===== src/rtl/scrambler_pkg.sv =====
// Shared scrambler/descrambler definitions: ordered-set codes, LFSR seed and
// feedback taps, data_len encodings and the descrambler FSM state type.
// Used by both scrambler_top and descrambler_top.
package scrambler_pkg;

    // LFSR value loaded at reset and after every COM symbol
    localparam logic [15:0] SCR_SEED_DEFAULT = 16'hFFFF;

    // Galois feedback for G(X) = X^16+X^5+X^4+X^3+1: the bit shifted out of
    // position 15 is fed back into bits 0, 3, 4 and 5
    localparam logic [15:0] SCR_LFSR_TAPS = 16'h0039;

    // K-code symbols with special LFSR handling
    localparam logic [7:0] SCR_COM = 8'hBC;
    localparam logic [7:0] SCR_SKP = 8'h1C;

    // data_len encodings
    localparam logic [1:0] SCR_LEN_8    = 2'b00;
    localparam logic [1:0] SCR_LEN_16   = 2'b01;
    localparam logic [1:0] SCR_LEN_32   = 2'b10;
    localparam logic [1:0] SCR_LEN_RSVD = 2'b11;

    // Descrambler link-alignment state
    typedef enum logic {
        DESC_UNLOCKED = 1'b0,
        DESC_LOCKED   = 1'b1
    } desc_state_t;

    // Result of processing one byte lane: output symbol, K flag, LFSR and
    // lock state handed on to the next lane
    typedef struct packed {
        logic [7:0]  data;
        logic        k;
        logic [15:0] lfsr;
        logic        locked;
    } byte_res_t;

    // Byte-lane enables for a data_len code; the reserved code enables none
    function automatic logic [3:0] len_active_bytes(input logic [1:0] len);
        logic [3:0] act;
        case (len)
            SCR_LEN_8:  act = 4'b0001;
            SCR_LEN_16: act = 4'b0011;
            SCR_LEN_32: act = 4'b1111;
            default:    act = 4'b0000;
        endcase
        return act;
    endfunction

endpackage


===== src/rtl/descrambler_lfsr_byte.sv =====
// One byte worth of LFSR: advances the scrambler LFSR by 8 steps and returns
// the 8 output bits as a scramble mask (bit 0 = first bit on the wire).
// Purely combinational; the top chains four of these per word.
module descrambler_lfsr_byte
    import scrambler_pkg::*;
(
    input  logic [15:0] lfsr_i,
    output logic [15:0] lfsr_o,
    output logic [7:0]  mask_o
);

    logic [15:0] state_s;

    // Eight serial LFSR steps unrolled; each step emits the MSB as mask bit
    always_comb begin
        state_s = lfsr_i;
        mask_o  = 8'h00;
        for (int i = 0; i < 8; i++) begin
            mask_o[i] = state_s[15];
            if (state_s[15]) begin
                state_s = {state_s[14:0], 1'b0} ^ SCR_LFSR_TAPS;
            end else begin
                state_s = {state_s[14:0], 1'b0};
            end
        end
        lfsr_o = state_s;
    end

endmodule


===== src/rtl/descrambler_top.sv =====
// Gen1/2 byte-oriented descrambler for 8/16/32-bit symbol words.
// Bytes are handled in wire order (byte 0 first) within one cycle; COM reloads
// the LFSR for the following byte, SKP leaves it untouched, every other
// active byte advances it by 8 steps. Data bytes pass raw until the first COM
// aligns the LFSR (UNLOCKED -> LOCKED). One cycle latency, no backpressure.
// Optional feature: define DESCRAMBLER_BYPASS_EN to add bypass_i, which passes
// data bytes raw while the LFSR keeps tracking the stream.
module descrambler_top
    import scrambler_pkg::*;
#(
    parameter logic [15:0] SEED = SCR_SEED_DEFAULT
) (
    input  logic        clk_i,
    input  logic        rst_i,
`ifdef DESCRAMBLER_BYPASS_EN
    input  logic        bypass_i,
`endif
    input  logic        valid_i,
    input  logic [31:0] indata_i,
    input  logic [3:0]  datak_i,
    input  logic [1:0]  data_len_i,
    output logic        valid_o,
    output logic [31:0] descrambled_data_o,
    output logic [3:0]  datak_o,
    output logic [1:0]  data_len_o,
    output logic        locked_o,
    output logic        len_err_o
);

    // ------------------------------------------------------------------
    // Per-byte processing rule
    // ------------------------------------------------------------------
    function automatic byte_res_t desc_step(
        input logic        active,
        input logic [7:0]  din,
        input logic        kin,
        input logic [15:0] lfsr_cur,
        input logic [15:0] lfsr_adv,
        input logic [7:0]  mask,
        input logic        locked_cur,
        input logic        bypass
    );
        byte_res_t r;
        r.data   = 8'h00;
        r.k      = 1'b0;
        r.lfsr   = lfsr_cur;
        r.locked = locked_cur;
        if (active) begin
            r.k = kin;
            if (kin) begin
                // K symbols are never scrambled
                r.data = din;
                case (din)
                    SCR_COM: begin
                        r.lfsr   = SEED;
                        r.locked = 1'b1;
                    end
                    SCR_SKP: r.lfsr = lfsr_cur;
                    default: r.lfsr = lfsr_adv;
                endcase
            end else begin
                r.lfsr = lfsr_adv;
                if (locked_cur && !bypass) begin
                    r.data = din ^ mask;
                end else begin
                    r.data = din;
                end
            end
        end else begin
            // Lanes beyond data_len are zeroed and leave the LFSR alone
            r.data = 8'h00;
        end
        return r;
    endfunction

    // ------------------------------------------------------------------
    // Registers and next-state signals
    // ------------------------------------------------------------------
    desc_state_t state_q, state_d;
    logic [15:0] lfsr_q, lfsr_d;
    logic        valid_q, valid_d;
    logic [31:0] data_q, data_d;
    logic [3:0]  datak_q, datak_d;
    logic [1:0]  len_q, len_d;
    logic        locked_q, locked_d;
    logic        len_err_q, len_err_d;

    logic        bypass_s;
    logic        word_ok_s;
    logic [3:0]  active_s;
    logic        locked_cur_s;

    logic [15:0] adv0_s, adv1_s, adv2_s, adv3_s;
    logic [7:0]  mask0_s, mask1_s, mask2_s, mask3_s;
    byte_res_t   res0_s, res1_s, res2_s, res3_s;

`ifdef DESCRAMBLER_BYPASS_EN
    assign bypass_s = bypass_i;
`else
    assign bypass_s = 1'b0;
`endif

    assign word_ok_s    = valid_i && (data_len_i != SCR_LEN_RSVD);
    assign active_s     = len_active_bytes(data_len_i);
    assign locked_cur_s = (state_q == DESC_LOCKED);

    // ------------------------------------------------------------------
    // Byte-serial lane chain: each lane sees the LFSR/lock left by the
    // previous lane, so several COM/SKP in one word behave as on the wire
    // ------------------------------------------------------------------
    descrambler_lfsr_byte u_lfsr0 (.lfsr_i(lfsr_q),      .lfsr_o(adv0_s), .mask_o(mask0_s));
    assign res0_s = desc_step(active_s[0], indata_i[7:0], datak_i[0], lfsr_q,
                              adv0_s, mask0_s, locked_cur_s, bypass_s);

    descrambler_lfsr_byte u_lfsr1 (.lfsr_i(res0_s.lfsr), .lfsr_o(adv1_s), .mask_o(mask1_s));
    assign res1_s = desc_step(active_s[1], indata_i[15:8], datak_i[1], res0_s.lfsr,
                              adv1_s, mask1_s, res0_s.locked, bypass_s);

    descrambler_lfsr_byte u_lfsr2 (.lfsr_i(res1_s.lfsr), .lfsr_o(adv2_s), .mask_o(mask2_s));
    assign res2_s = desc_step(active_s[2], indata_i[23:16], datak_i[2], res1_s.lfsr,
                              adv2_s, mask2_s, res1_s.locked, bypass_s);

    descrambler_lfsr_byte u_lfsr3 (.lfsr_i(res2_s.lfsr), .lfsr_o(adv3_s), .mask_o(mask3_s));
    assign res3_s = desc_step(active_s[3], indata_i[31:24], datak_i[3], res2_s.lfsr,
                              adv3_s, mask3_s, res2_s.locked, bypass_s);

    // ------------------------------------------------------------------
    // Lock FSM
    // ------------------------------------------------------------------

    // Next lock state: first accepted word carrying a COM locks, lock is sticky
    always_comb begin
        state_d = state_q;
        case (state_q)
            DESC_UNLOCKED: begin
                if (word_ok_s && res3_s.locked) begin
                    state_d = DESC_LOCKED;
                end else begin
                    state_d = DESC_UNLOCKED;
                end
            end
            DESC_LOCKED: state_d = DESC_LOCKED;
            default:     state_d = DESC_UNLOCKED;
        endcase
    end

    // Lock state register
    always_ff @(posedge clk_i or negedge rst_i) begin
        if (!rst_i) begin
            state_q <= DESC_UNLOCKED;
        end else begin
            state_q <= state_d;
        end
    end

    // ------------------------------------------------------------------
    // Datapath next-state
    // ------------------------------------------------------------------

    // Accept good words, drop reserved-length words with an error pulse, hold otherwise
    always_comb begin
        lfsr_d    = lfsr_q;
        valid_d   = 1'b0;
        len_err_d = 1'b0;
        data_d    = data_q;
        datak_d   = datak_q;
        len_d     = len_q;
        if (word_ok_s) begin
            lfsr_d  = res3_s.lfsr;
            valid_d = 1'b1;
            data_d  = {res3_s.data, res2_s.data, res1_s.data, res0_s.data};
            datak_d = {res3_s.k, res2_s.k, res1_s.k, res0_s.k};
            len_d   = data_len_i;
        end else if (valid_i) begin
            len_err_d = 1'b1;
        end else begin
            lfsr_d = lfsr_q;
        end
        locked_d = (state_d == DESC_LOCKED);
    end

    // Output word, LFSR and status registers
    always_ff @(posedge clk_i or negedge rst_i) begin
        if (!rst_i) begin
            lfsr_q    <= SEED;
            valid_q   <= 1'b0;
            data_q    <= 32'h0000_0000;
            datak_q   <= 4'b0000;
            len_q     <= 2'b00;
            locked_q  <= 1'b0;
            len_err_q <= 1'b0;
        end else begin
            lfsr_q    <= lfsr_d;
            valid_q   <= valid_d;
            data_q    <= data_d;
            datak_q   <= datak_d;
            len_q     <= len_d;
            locked_q  <= locked_d;
            len_err_q <= len_err_d;
        end
    end

    assign valid_o            = valid_q;
    assign descrambled_data_o = data_q;
    assign datak_o            = datak_q;
    assign data_len_o         = len_q;
    assign locked_o           = locked_q;
    assign len_err_o          = len_err_q;

endmodule

===== config.mk =====
export PLATFORM = sky130hd
export DESIGN_NAME = descrambler_top
export DESIGN_NICKNAME = d
export VERILOG_FILES = /design/src/rtl/scrambler_pkg.sv /design/src/rtl/descrambler_lfsr_byte.sv /design/src/rtl/descrambler_top.sv
export SDC_FILE = /design/constraint.sdc
export NUM_CORES = 1
export LEC_CHECK = 0
export ABC_AREA = 1
export BUFFER_PORTS_ARGS = -buffer_cell sky130_fd_sc_hd__clkbuf_2
export CORE_MARGIN = 2
export CORE_UTILIZATION = 40
export CTS_CLUSTER_SIZE = 12
export DETAILED_ROUTE_END_ITERATION = 10
export SYNTH_ARGS = -nofsm -noshare
export SYNTH_HDL_FRONTEND = slang
export SYNTH_HIERARCHICAL = 1
export SYNTH_SLANG_ARGS = --single-unit

===== constraint.sdc =====
create_clock -name clk_i -period 7.05 [get_ports clk_i]
set_clock_uncertainty 0.15 [all_clocks]
set_input_delay 0.3525 -clock clk_i [delete_from_list [all_inputs] [get_ports clk_i]]
set_output_delay 0.3525 -clock clk_i [all_outputs]
set_load 0.01 [all_outputs]

---- Word-level counts from Yosys, hierarchy flattened ----
Index checks and enable logic that the tools add are counted.
operators by class
  eq/ne operators ......................... 11
  muxes and demuxes ....................... 70
  bitwise gates (word level) .............. 37
  reductions and logical operators ........ 3
operators by type and width
  kind                                                                    number
  6-bit 2-to-1 mux                                                        32
  4-bit NOT                                                               32
  16-bit case mux with 2 select lines                                     4
  8-bit 2-to-1 mux                                                        12
  18-bit 2-to-1 mux                                                       4
  16-bit 2-to-1 mux                                                       4
  8-bit by 5-bit equality test with 1-bit output (second input constant)  4
  8-bit equality test (second input constant)                             4
  8-bit bitwise XOR                                                       4
  1-bit 2-to-1 mux                                                        12
  4-bit case mux with 3 select lines                                      1
  2-bit by 1-bit equality test with 1-bit output (second input constant)  1
  2-bit equality test (second input constant)                             1
  1-bit logical AND                                                       2
  2-bit logical NOT                                                       1
  2-bit != test (second input constant)                                   1
  1-bit case mux with 2 select lines                                      1
  1-bit NOT                                                               1
word-level totals
  register bits after elaboration ......... 57
  input port bits ......................... 41
  output and inout bits ................... 41
  logic and storage cells ................. 128

---- Logic depth before layout (Yosys ltp) ----
Gate-level depths: netlist of run 1.
  depth in word-level cells ............... 79
  gate-level depth with buffers ........... 37
  mapped depth without buffers ............ 35

---- Modules after synthesis ----
The synthesis of run 1 kept the hierarchy.
by module, submodules not included
  module                 instances  cells an instance  area an instance (um^2)  sequential area each (um^2)
  descrambler_top        1          718                4556.9                   1446.4
  descrambler_lfsr_byte  4          113                521.8                    0.0

---- Least setup slack after synthesis of run 1 ----
No wires, ideal clock.
  path type ............................... input port to flip-flop
  start ................................... input port data_len_i[0]
  end ..................................... register lfsr_q[4]
  setup time .............................. 73 ps
  arrival time ............................ 3153 ps
  data required time ...................... 6827 ps
  setup slack ............................. 3674 ps
  stages .................................. 31
  path buffers ............................ 4
  path through ............................ ha_1 clkinv_1 clkbuf_1 nand3b_1 nand2_1 inv_1 buf_6 xor2_1 inv_1 nand4_1 nand2_1 inv_1 buf_4 inv_2 nand2_1 nand2_1 nand2_1 nand2_1 inv_1 nand4_1 nand2_1 inv_1 clkbuf_2 inv_1 nand2_1 nand3_1 nand2_1 inv_1 a21oi_1 nand2_1 a21oi_1
RTL lines
  item                    RTL line                source
  start: declaration      descrambler_top.sv:21   input logic [1:0] data_len_i,
  end signal: assignment  descrambler_top.sv:193  lfsr_q <= lfsr_d;
  end: declaration        descrambler_top.sv:80   logic [15:0] lfsr_q, lfsr_d;

==> key figures, run 1 <==
Run status
  – Outcome: finished, violations left
  – Failing checks: hold timing

Die
  – Die Y: roughly 130 um
  – Starting Density: 40.5%
  – Die Area: ~18000 um2
  – Die width: ~130 um
  – Std-Cell Rows: 47
  – Core area: approximately 16000 um2
  – I/O pins: 82

Logic synthesis
  – Syn Area/Cell: approximately 5.7 um2
  – Most common cell in the netlist: nand2_1
  – Syn_nets: ~1200
  – Primary FF master, synth: dfrtp_1
  – Yosys Warn Count: 6
  – Number of flops mapped to enable cells by yosys: 0
  – Post-Synth XOR/XNOR Area: 5.27%
  – Cell variety after synth: 35
  – Largest family of logic cells by synthesized area: simple AND/OR/NAND/NOR gates
  – Register area share after synthesis: between 20 and 25%
  – Area leader, netlist: nand2_1
  – Synth top cells by count: nand2_1 (504), inv_1 (191), buf_4 (66)
  – Asr flop ratio synth: between 90% and 100%
  – Synth Instances: 1170
  – Post-synthesis adder-cell area fraction: less than 1%
  – Post-Synth Simple-Gate Area: roughly 45%
  – Yosys top cell area share: about 28%
  – Area fraction in compound gates after synthesis: around 5.6%
  – Synth top area cells: nand2_1 (28%), dfrtp_1 (15%), inv_1 (11%)
  – Mapped Area: 6640 um2
  – #FFs+latches synth: 57
  – Multiplexer share of the synthesized area: 0%

Final layout
  – Diode count: 0
  – Non-filler cells, final: ~1400
  – FF+latch area: approximately 1400 um2
  – Layout cells sized above 1: between 10 and 15%
  – Final Util: 42.6%
  – FILL cells: around 1800
  – Fin nets: between 1000 and 1500
  – Layout area overhead: 5.31%
  – Area of the multi-input gates: around 3700 um2

Power
  – P_leak: 4.34 nW
  – VDD IR max: about 210 uV
  – Total power: 3.23 mW
  – Power Density: approximately 460 nW/um2

Clocking
  – Clk sinks: between 50 and 60
  – Clk Latency, worst-skew pair: between 0.3 and 0.4 ns
  – Clock buffer depth: 2
  – CTS tree: yes
  – Post CTS Setup Buffer Count: 0
  – H-tree levels: 3
  – Clock-pin slew on the worst setup and hold paths: about 0.06 ns
  – Post-CTS resize count: 0
  – CTS Hold Buffers Added: 0
  – Cts bufs inserted: 9
  – Root Buffer Master: clkbuf_16

Placement
  – Placer Congestion: 0.911
  – PortBufs: 81
  – Post-Place Cells: between 1000 and 1500
  – HPWL after DPL: around 14 mm

STA
  – Final Cycle Share: about three fifths
  – Final setup viols: 0
  – RSZ-0062 raised after global routing: no
  – Slew Limit Fails: 0
  – Number of hold violations in the final report: 2
  – Fin Setup TNS: 0 ns
  – Slew Limit Headroom: between 40 and 50%
  – Hold slack: -0.00603 ns
  – Minimum clock period: between 4 and 5 ns
  – Worst-margin pin slew: 0.780 ns
  – Achievable Freq: ~0.24 GHz

Detailed routing
  – Final ANT Viol Nets: 0
  – Pre-antenna DRT Iters: 5
  – WL final: between 15 and 20 mm
  – DR vias/cell: a little under 5
  – Vias after detailed routing: 6727
  – Wire per inst: approximately 14 um
  – Starting DRC count in detailed routing: 590
  – Drc violations: 0

Setup path
  – CP max stage cell: clkinv_1
  – Critical Path Source Type: input pin
  – CP arrival: 4.29 ns
  – Crit path largest cell delay: roughly 0.46 ns
  – Max FO, Critical Path: 18
  – Worst EP required: 7.17 ns
  – Crit. End Element: flop
  – Most frequent CP cell: nand2_1
  – CP Class: in2reg

Global route
  – First-pass GRT wire length: 31.5 mm
  – Pin count of the biggest net entering global routing: 58
  – Met2 usage: about a third
  – Busiest grt layer: met2
  – GR Util met3: under 10%
  – Total track usage: around 22%
  – M1 GR Usage: 31.6%
  – Global route overflow: 0
  – Number of global-route vias before repair: 6043
  – Initial antenna violation count: 0

Min path
  – Worst Hold Class: in2async

Flow run
  – Max-cap violations: 0
[layout make-up]
class | count | share of cell area [%]
Timing Repair Buffer | 85 | 6.22
Sequential cell | 57 | 20.7
Inverter | 209 | 11.2
Clock buffer | 11 | 3.61
Clock inverter | 5 | 1.11
Multi-Input combinational cell | 804 | 53.2
Tap cell | 220 | 3.93
[report_power, final]
part | total [mW] | leakage, nW | switching [mW] | internal (mW)
registers | 0.579 | 0.688 | 0.135 | 0.444
clock network | 0.492 | 0.162 | 0.165 | 0.327
logic | 2.16 | 3.49 | 1.43 | 0.730
[critical path, delay by kind of cell]
family / cells / cell delay (ns)
buffers and inverters: 10 / 1.65
AND/OR/NAND/NOR: 16 / 1.53
AO/OA/AOI/OAI: 2 / 0.28
adder cells (fa/ha/maj): 1 / 0.24
XOR/XNOR: 1 / 0.20
[registers in the layout (all words and copies together) (netlist names)]
| signal | flops |
|---|---|
| data_len_o | 2 |
| len_err_o | 1 |
| valid_o | 1 |
| lfsr_q | 16 |
| descrambled_data_o | 32 |
| locked_o | 1 |
| datak_o | 4 |
[logic make-up after synthesis]
group           count (synthesis)
simple gates                  690
buf+inv                       309
compound gates                 72
flops                          57
xor+xnor                       40
fa+ha+maj                       2
[metal layers]
metal	part of all wire [%]	wire length, um	vias to the layer above
li1	-	-	3474
met1	47	9110	3016
met2	45	8600	206
met3	5.8	1120	31
met4	2.1	397	0
met5	0	0	-
[worst paths after layout]
kind | from | endpoint | slack (ns) | depth (start not counted)
min in group clk_i | valid_i | len_err_o$_DFF_PN0_ | 0.08 | 3
worst min-delay path | rst_i | descrambled_data_o[5]$_DFFE_PN0P_ | -0.006 | 2
worst max register to register | lfsr_q[12]$_DFFE_PN1P_ | lfsr_q[6]$_DFFE_PN1P_ | 3.06 | 30
max in group asynchronous | rst_i | descrambled_data_o[24]$_DFFE_PN0P_ | 6.23 | 2
worst max-delay path | data_len_i[1] | lfsr_q[6]$_DFFE_PN1P_ | 2.88 | 30
worst min register to register | descrambled_data_o[28]$_DFFE_PN0P_ | descrambled_data_o[28]$_DFFE_PN0P_ | 0.33 | 2
[stage by stage]
step / cell area, um2 / setup WS, ns
floorplan: 6640 / 3.67
global placement: 6670 / 2.62
finish: 7000 / 2.88
detailed placement: 6670 / 2.57
CTS: 7000 / 2.91
global route: 7000 / 2.32
[placed cells by master, fill, tap and decap left out, types with 5 or more instances in the layout]
| cell type | n |
|---|---|
| o21ai_0 | 18 |
| inv_2 | 13 |
| clkbuf_2 | 81 |
| xnor2_1 | 22 |
| clkinv_1 | 5 |
| o21ai_1 | 9 |
| nand2_1 | 504 |
| inv_1 | 191 |
| nand4_1 | 53 |
| nand3_1 | 41 |
| nand3b_1 | 16 |
| a21oi_1 | 40 |
| xor2_1 | 18 |
| dfrtp_1 | 41 |
| dfstp_2 | 16 |
| clkbuf_16 | 9 |
| nor2_1 | 52 |
Power figures use the tool's default switching activity.
==> run 2, diff against run 1 <==
--- a/config.mk
+++ b/config.mk
@@ -5,7 +5,7 @@
 export SDC_FILE = /design/constraint.sdc
 export NUM_CORES = 1
 export LEC_CHECK = 0
-export ABC_AREA = 1
+export ABC_AREA = 0
 export BUFFER_PORTS_ARGS = -buffer_cell sky130_fd_sc_hd__clkbuf_2
 export CORE_MARGIN = 2
 export CORE_UTILIZATION = 40
==> constraint.sdc (replaced) <==
create_clock -name clk_i -period 3.51 [get_ports clk_i]
set_clock_uncertainty 0.15 [all_clocks]
set_input_delay 0.1755 -clock clk_i [delete_from_list [all_inputs] [get_ports clk_i]]
set_output_delay 0.1755 -clock clk_i [all_outputs]
set_load 0.01 [all_outputs]
==> run 2 against run 1 <==
  * Area after synthesis is 19% lower
  * Critical path depth is 16 lower
  * Hold slack better by 0.020 ns
  * Wire length is 8.7% lower
  * Critical path type is now reg2reg
  * The flow now finishes without violations
==> key figures, run 2 <==
Clocking
  – Clk sinks: 57 (unchanged)
  – Cts bufs inserted: 9 (unchanged)
  – CTS tree: yes
  – Clk Latency, worst-skew pair: 0.34 ns (about the same)
  – Clock-pin slew on the worst setup and hold paths: 0.06 ns (about the same)
  – Clock buffer depth: 2 (unchanged)
  – H-tree levels: 3 (unchanged)
  – Root Buffer Master: clkbuf_16

Final layout
  – Non-filler cells, final: 897 (-36%)
  – Largest register FFs: 32 (unchanged)
  – Layout area overhead: 36.4%
  – Commonest non-fill, non-tap cells in the layout: buf_4 (118), clkbuf_2 (81), nand2_1 (51)
  – Diode count: 0 (unchanged)
  – Fin nets: 759 (-37%)
  – Most common cell after layout, fill and taps aside: buf_4
  – FILL cells: 1159 (-37%)
  – Layout cells sized above 1: 49.9% (+37 points)

Placement
  – Post-Place Cells: 860 (-37%)
  – Setup Slack @ Placement: -0.313 ns (-2.89 ns)
  – HPWL after DPL: 12.0 mm (-17%)
  – Placer Congestion: 0.968 (+6.2%)
  – PortBufs: 81 (unchanged)

Detailed routing
  – Vias after detailed routing: 5111 (-24%)
  – Drc violations: 0 (unchanged)
  – DR vias/cell: 5.70 (+18%)
  – WL final: 17.5 mm (-8.7%)
  – Starting DRC count in detailed routing: 378 (-36%)
  – Pre-antenna DRT Iters: 5 (unchanged)
  – Wire per inst: 19.5 um (+42%)
  – Final ANT Viol Nets: 0 (unchanged)

Die
  – Die Y: 120 um (-9.5%)
  – Core area: 13200 um2 (-20%)
  – Die Area: 14400 um2 (-18%)
  – I/O pins: 82 (unchanged)
  – Starting Density: 41.0% (+0.46 points)
  – Std-Cell Rows: 42 (-11%)
  – Die width: 120 um (-9.5%)

Global route
  – Pin count of the biggest net entering global routing: 68 (+17%)
  – M1 GR Usage: 31.4% (-0.16 points)
  – GR Util met3: 3.73% (+0.087 points)
  – Number of global-route vias before repair: 4943 (-18%)
  – Total track usage: 23.3% (+1.1 points)
  – Met2 usage: 37.3% (+2.9 points)
  – Busiest grt layer: met2
  – Initial antenna violation count: 0 (unchanged)
  – First-pass GRT wire length: 26.5 mm (-16%)
  – Global route overflow: 0 (unchanged)

Logic synthesis
  – Synth top cells by count: xnor2_1 (69), buf_4 (57), nand2_1 (51)
  – Primary FF master, synth: dfrtp_1
  – Register area share after synthesis: 26.8% (+5.0 points)
  – Yosys Warn Count: 6 (unchanged)
  – #FFs+latches synth: 57 (unchanged)
  – Most common cell in the netlist: xnor2_1
  – Syn_nets: 639 (-47%)
  – Asr flop ratio synth: 100% (unchanged)
  – Mapped Area: 5400 um2 (-19%)
  – Synth Instances: 596 (-49%)
  – Area leader, netlist: dfrtp_1
  – Synth top area cells: dfrtp_1 (19%), xnor2_1 (11%), buf_4 (7.9%)
  – Cell variety after synth: 48 (+37%)
  – Yosys top cell area share: 19.0% (-9.5 points)
  – Syn Area/Cell: 9.06 um2 (+60%)
  – Number of flops mapped to enable cells by yosys: 0 (unchanged)

Setup path
  – Critical Path Source Type: flop
  – Worst EP required: 3.61 ns (-3.56 ns)
  – Crit. End Element: flop
  – CP Class: reg2reg
  – Max FO, Critical Path: 4 (-14)
  – CP arrival: 3.60 ns (-0.69 ns)

STA
  – Slew Limit Fails: 0 (unchanged)
  – Slew Limit Headroom: 40.0% (-7.9 points)
  – Final Worst Setup Slack: 0.00645 ns (-2.87 ns)
  – Number of hold violations in the final report: 0 (-2)
  – Worst-margin pin slew: 0.900 ns (+0.120 ns)
  – Achievable Freq: 0.285 GHz
  – Final setup viols: 0 (unchanged)
  – RSZ-0062 raised after global routing: yes
  – Final Cycle Share: between 90% and 100%
  – Minimum clock period: approximately 3.5 ns

Min path
  – Worst Hold Class: in2reg

Run status
  – Outcome: finished clean

Flow run
  – Max-cap violations: 0 (unchanged)
-- run 2: routing by layer --
metal	up-vias	wire length (um)
met1	2534	7630
met3	35	1160
li1	2330	-
met4	0	442
met5	-	0
met2	212	8300
-- run 2: cells by family (layout without fill, tap and decap cells) --
| family | Yosys count | after routing | synth area share (%) |
|---|---|---|---|
| AOI/OAI and AO/OA | 181 | 181 | 26.1 |
| xor gates and xnor gates | 119 | 119 | 20.4 |
| adders and majority gates | 2 | 2 | 0.463 |
| buffers and inverters | 118 | 243 | 12.9 |
| DFF | 57 | 57 | 26.8 |
| muxes | 16 | 16 | 3.34 |
| and+or+nand+nor | 103 | 103 | 10.1 |
-- run 2: worst max-delay path, stage by stage, from the launching register on --
cell and delay [ns]:
dfstp_2 0.60, xor2_2 0.19, buf_4 0.14, xnor2_1 0.07
mux2_2 0.30, o22ai_2 0.24, inv_2 0.11, buf_4 0.19
xor2_1 0.17, or2_2 0.32, o221a_4 0.19, xor2_2 0.25
xnor2_2 0.15, o211ai_1 0.11, o211ai_1 0.25
-- run 2: worst paths after layout --
kind	slack, ns	endpoint	startpoint	depth (start not counted)
max	0.006	lfsr_q[9]$_DFFE_PN1P_	lfsr_q[12]$_DFFE_PN1P_	14
min	0.01	descrambled_data_o[9]$_DFFE_PN0P_	indata_i[9]	3
max reg2reg	0.006	lfsr_q[9]$_DFFE_PN1P_	lfsr_q[12]$_DFFE_PN1P_	14
min reg2reg	0.33	descrambled_data_o[7]$_DFFE_PN0P_	descrambled_data_o[7]$_DFFE_PN0P_	2
max in group asynchronous	2.28	locked_o$_DFF_PN0_	rst_i	3
min in group asynchronous	0.40	descrambled_data_o[1]$_DFFE_PN0P_	rst_i	3
-- run 2: cell type report --
cell class | instances | area [um2] | area share (%)
tap | 176 | 220 | 2.99
timing repair buffer | 206 | 1380 | 18.8
sequential | 57 | 1450 | 19.6
clock buffer | 9 | 225 | 3.06
clock inverter | 7 | 103 | 1.39
multi-input combinational | 421 | 3910 | 53.1
inverter | 21 | 78.8 | 1.07
-- run 2: what timing repair did --
item / CTS / global route
pin swaps: 4 / 36
setup endpoints to repair: 10 / 21
resized for setup: 12 / 79
hold endpoints to repair: 44 / 0
hold buffers: 4 / 0
buffers inserted: 2 / 15
-- run 2: per-stage QoR --
stage          hold slack (ns)  cell area (um2)  util (%)  setup TNS, ns
6_report                0.0144             7370      55.8              0
5_1_grt                 0.0263             7370      55.8         -0.595
4_1_cts                0.00619             6750      51.2              0
3_5_place_dp             0.243             6270      47.6          -4.44
3_3_place_gp             0.223             6270      47.6          -3.69
2_1_floorplan           -0.270             5480         -              0
Power of run 2 is left out: the tool's default activity adds up to more than one toggle a clock period on the data nets, which glitch-free logic cannot reach.
==> run 3, diff against run 2 <==
--- a/config.mk
+++ b/config.mk
@@ -11,6 +11,7 @@
 export CORE_UTILIZATION = 40
 export CTS_CLUSTER_SIZE = 12
 export DETAILED_ROUTE_END_ITERATION = 10
+export MAX_ROUTING_LAYER = met4
 export SYNTH_ARGS = -nofsm -noshare
 export SYNTH_HDL_FRONTEND = slang
 export SYNTH_HIERARCHICAL = 1
==> run 3 against run 2 <==
  * The flow now finishes with violations (setup timing)
  * First-iteration DRC count grew 12%
  * Global-route usage grew 1.2 points
  * Sequential cell count did not move
  * Hold slack worse by 0.0084 ns
  * Sequential share of layout area shrank 0.49 points
  * Register-to-register slack hardly changed
  * Worst setup slack got worse by 0.010 ns
  * Core utilization increased by 1.4 points
  * Count of clock-buffer cells in the layout is 1 higher
==> key figures, run 3 (synthesis results as in run 2) <==
Setup path
  – Crit. End Element: flop
  – Max FO, Critical Path: 6 (+2)
  – CP Class: reg2reg
  – CP arrival: 3.61 ns (about the same)
  – Critical Path Source Type: flop
  – Worst EP required: 3.61 ns (about the same)

Clocking
  – Clk sinks: 57 (unchanged)
  – Clock-pin slew on the worst setup and hold paths: 0.05 ns (about the same)
  – Clock buffer depth: 2 (unchanged)
  – Clk Latency, worst-skew pair: 0.34 ns (about the same)
  – Root Buffer Master: clkbuf_16
  – CTS tree: yes
  – Cts bufs inserted: 9 (unchanged)
  – H-tree levels: 3 (unchanged)

Global route
  – First-pass GRT wire length: 26.7 mm (+0.73%)
  – Global route overflow: 0 (unchanged)
  – Total track usage: 24.6% (+1.2 points)
  – Pin count of the biggest net entering global routing: 68 (unchanged)
  – Initial antenna violation count: 0 (unchanged)
  – Number of global-route vias before repair: 4949 (+0.12%)

STA
  – Final Worst Setup Slack: -0.00389 ns (-0.0103 ns)
  – Worst-margin pin slew: 0.882 ns (-0.0183 ns)
  – Slew Limit Headroom: 41.2% (+1.2 points)
  – Final Cycle Share: 100% (+0.29 points)
  – RSZ-0062 raised after global routing: yes
  – Minimum clock period: 3.51 ns (+0.0103 ns)
  – Final setup viols: 1 (+1)
  – Achievable Freq: 0.285 GHz (-0.29%)
  – Number of hold violations in the final report: 0 (unchanged)
  – Slew Limit Fails: 0 (unchanged)

Placement
  – Placer Congestion: 0.954 (-1.4%)
  – Post-Place Cells: 864 (+0.47%)
  – PortBufs: 81 (unchanged)
  – HPWL after DPL: 12.5 mm (+4.0%)

Run status
  – Failing checks: setup timing
  – Outcome: finished, violations left

Min path
  – Worst Hold Class: in2reg

Die
  – Die Y: 120 um (unchanged)
  – Starting Density: 41.0% (unchanged)
  – Std-Cell Rows: 42 (unchanged)
  – Core area: 13200 um2 (unchanged)
  – Die width: 120 um (unchanged)
  – I/O pins: 82 (unchanged)
  – Die Area: 14400 um2 (unchanged)

Final layout
  – Largest register FFs: 32 (unchanged)
  – Layout cells sized above 1: 50.7% (+0.81 points)
  – Non-filler cells, final: 915 (+2.0%)
  – Commonest non-fill, non-tap cells in the layout: buf_4 (131), clkbuf_2 (81), nand2_1 (51)
  – FF+latch area: 1450 um2 (unchanged)
  – Layout area overhead: 39.9%
  – Area of the multi-input gates: 3960 um2 (+1.3%)
  – FILL cells: 1136 (-2.0%)
  – Fin nets: 777 (+2.4%)
  – Most common cell after layout, fill and taps aside: buf_4
  – Diode count: 0 (unchanged)

Flow run
  – Max-cap violations: 0 (unchanged)

Detailed routing
  – Vias after detailed routing: 5184 (+1.4%)
  – Starting DRC count in detailed routing: 422 (+12%)
  – DR vias/cell: 5.67 (-0.57%)
  – Drc violations: 0 (unchanged)
  – Final ANT Viol Nets: 0 (unchanged)
  – Pre-antenna DRT Iters: 5 (unchanged)
  – WL final: 18.0 mm (+2.9%)
  – Wire per inst: 19.7 um (+0.88%)
-- run 3: cell count changes in the layout (fill, tap and decap cells not counted), sizes merged --
cell / change
bufinv: -1
inv: -1
buf: +18
clkinvlp: +2
clkbuf: +1
clkinv: -1
-- run 3: area by class of cell --
class,instances,area share (%)
clock buffer,10,3.16
clock inverter,6,0.878
inverter,21,1.04
multi-input combinational,421,52.4
sequential,57,19.1
tap,176,2.91
timing repair buffer,224,20.5
-- run 3: repair_timing --
| item | CTS | global route |
|---|---|---|
| pin swaps | 7 | 46 |
| endpoints found under the hold margin | 53 | 0 |
| setup buffers | 0 | 31 |
| hold buffers | 4 | 0 |
| setup endpoints to repair | 9 | 22 |
| gates resized for setup | 12 | 94 |
-- run 3: through the flow --
step                      hold slack, ns  area (um2)  util [%]  setup TNS, ns  setup slack [ns]
after floorplan                   -0.270        5480         -              0           0.00307
after global placement            0.0127        6300      47.8          -4.30            -0.392
after detailed placement          0.0153        6300      47.8          -3.89            -0.361
after CTS                        0.00183        6720      51.0              0          0.000312
after global routing              0.0383        7560      57.3         -0.532            -0.112
final                            0.00600        7560      57.3       -0.00389          -0.00389
-- run 3: worst paths after layout --
path                                                endpoint  slack (ns)                              start  cells past startpoint
max reg2reg                           lfsr_q[15]$_DFFE_PN1P_      -0.004             lfsr_q[14]$_DFFE_PN1P_                     13
min in group asynchronous  descrambled_data_o[2]$_DFFE_PN0P_        0.20                              rst_i                      3
min reg2reg                descrambled_data_o[1]$_DFFE_PN0P_        0.33  descrambled_data_o[1]$_DFFE_PN0P_                      2
max                                   lfsr_q[15]$_DFFE_PN1P_      -0.004             lfsr_q[14]$_DFFE_PN1P_                     13
min                        descrambled_data_o[9]$_DFFE_PN0P_       0.006                        indata_i[9]                      3
max in group asynchronous              lfsr_q[8]$_DFFE_PN1P_        2.53                              rst_i                      3
-- run 3: critical path, cell delays in order (launching register included) --
cell and delay, ns:
dfstp_2 0.68, o21bai_1 0.15, mux2_4 0.27, xor2_4 0.22
buf_4 0.14, xnor2_1 0.09, o22ai_1 0.32, inv_2 0.18
xnor2_2 0.23, xnor2_1 0.11, or2_2 0.31, o221a_2 0.15
o221ai_1 0.28, o211ai_1 0.13
-- run 3: metal layers --
layer / GRT usage, % / wire, um / up-vias
met5: - / 0 / -
li1: - / - / 2369
met1: 31.5 / 7700 / 2537
met4: 10.2 / 552 / 0
met2: 37.7 / 8550 / 227
met3: 5.33 / 1230 / 51
Power of run 3 is left out for the same reason.
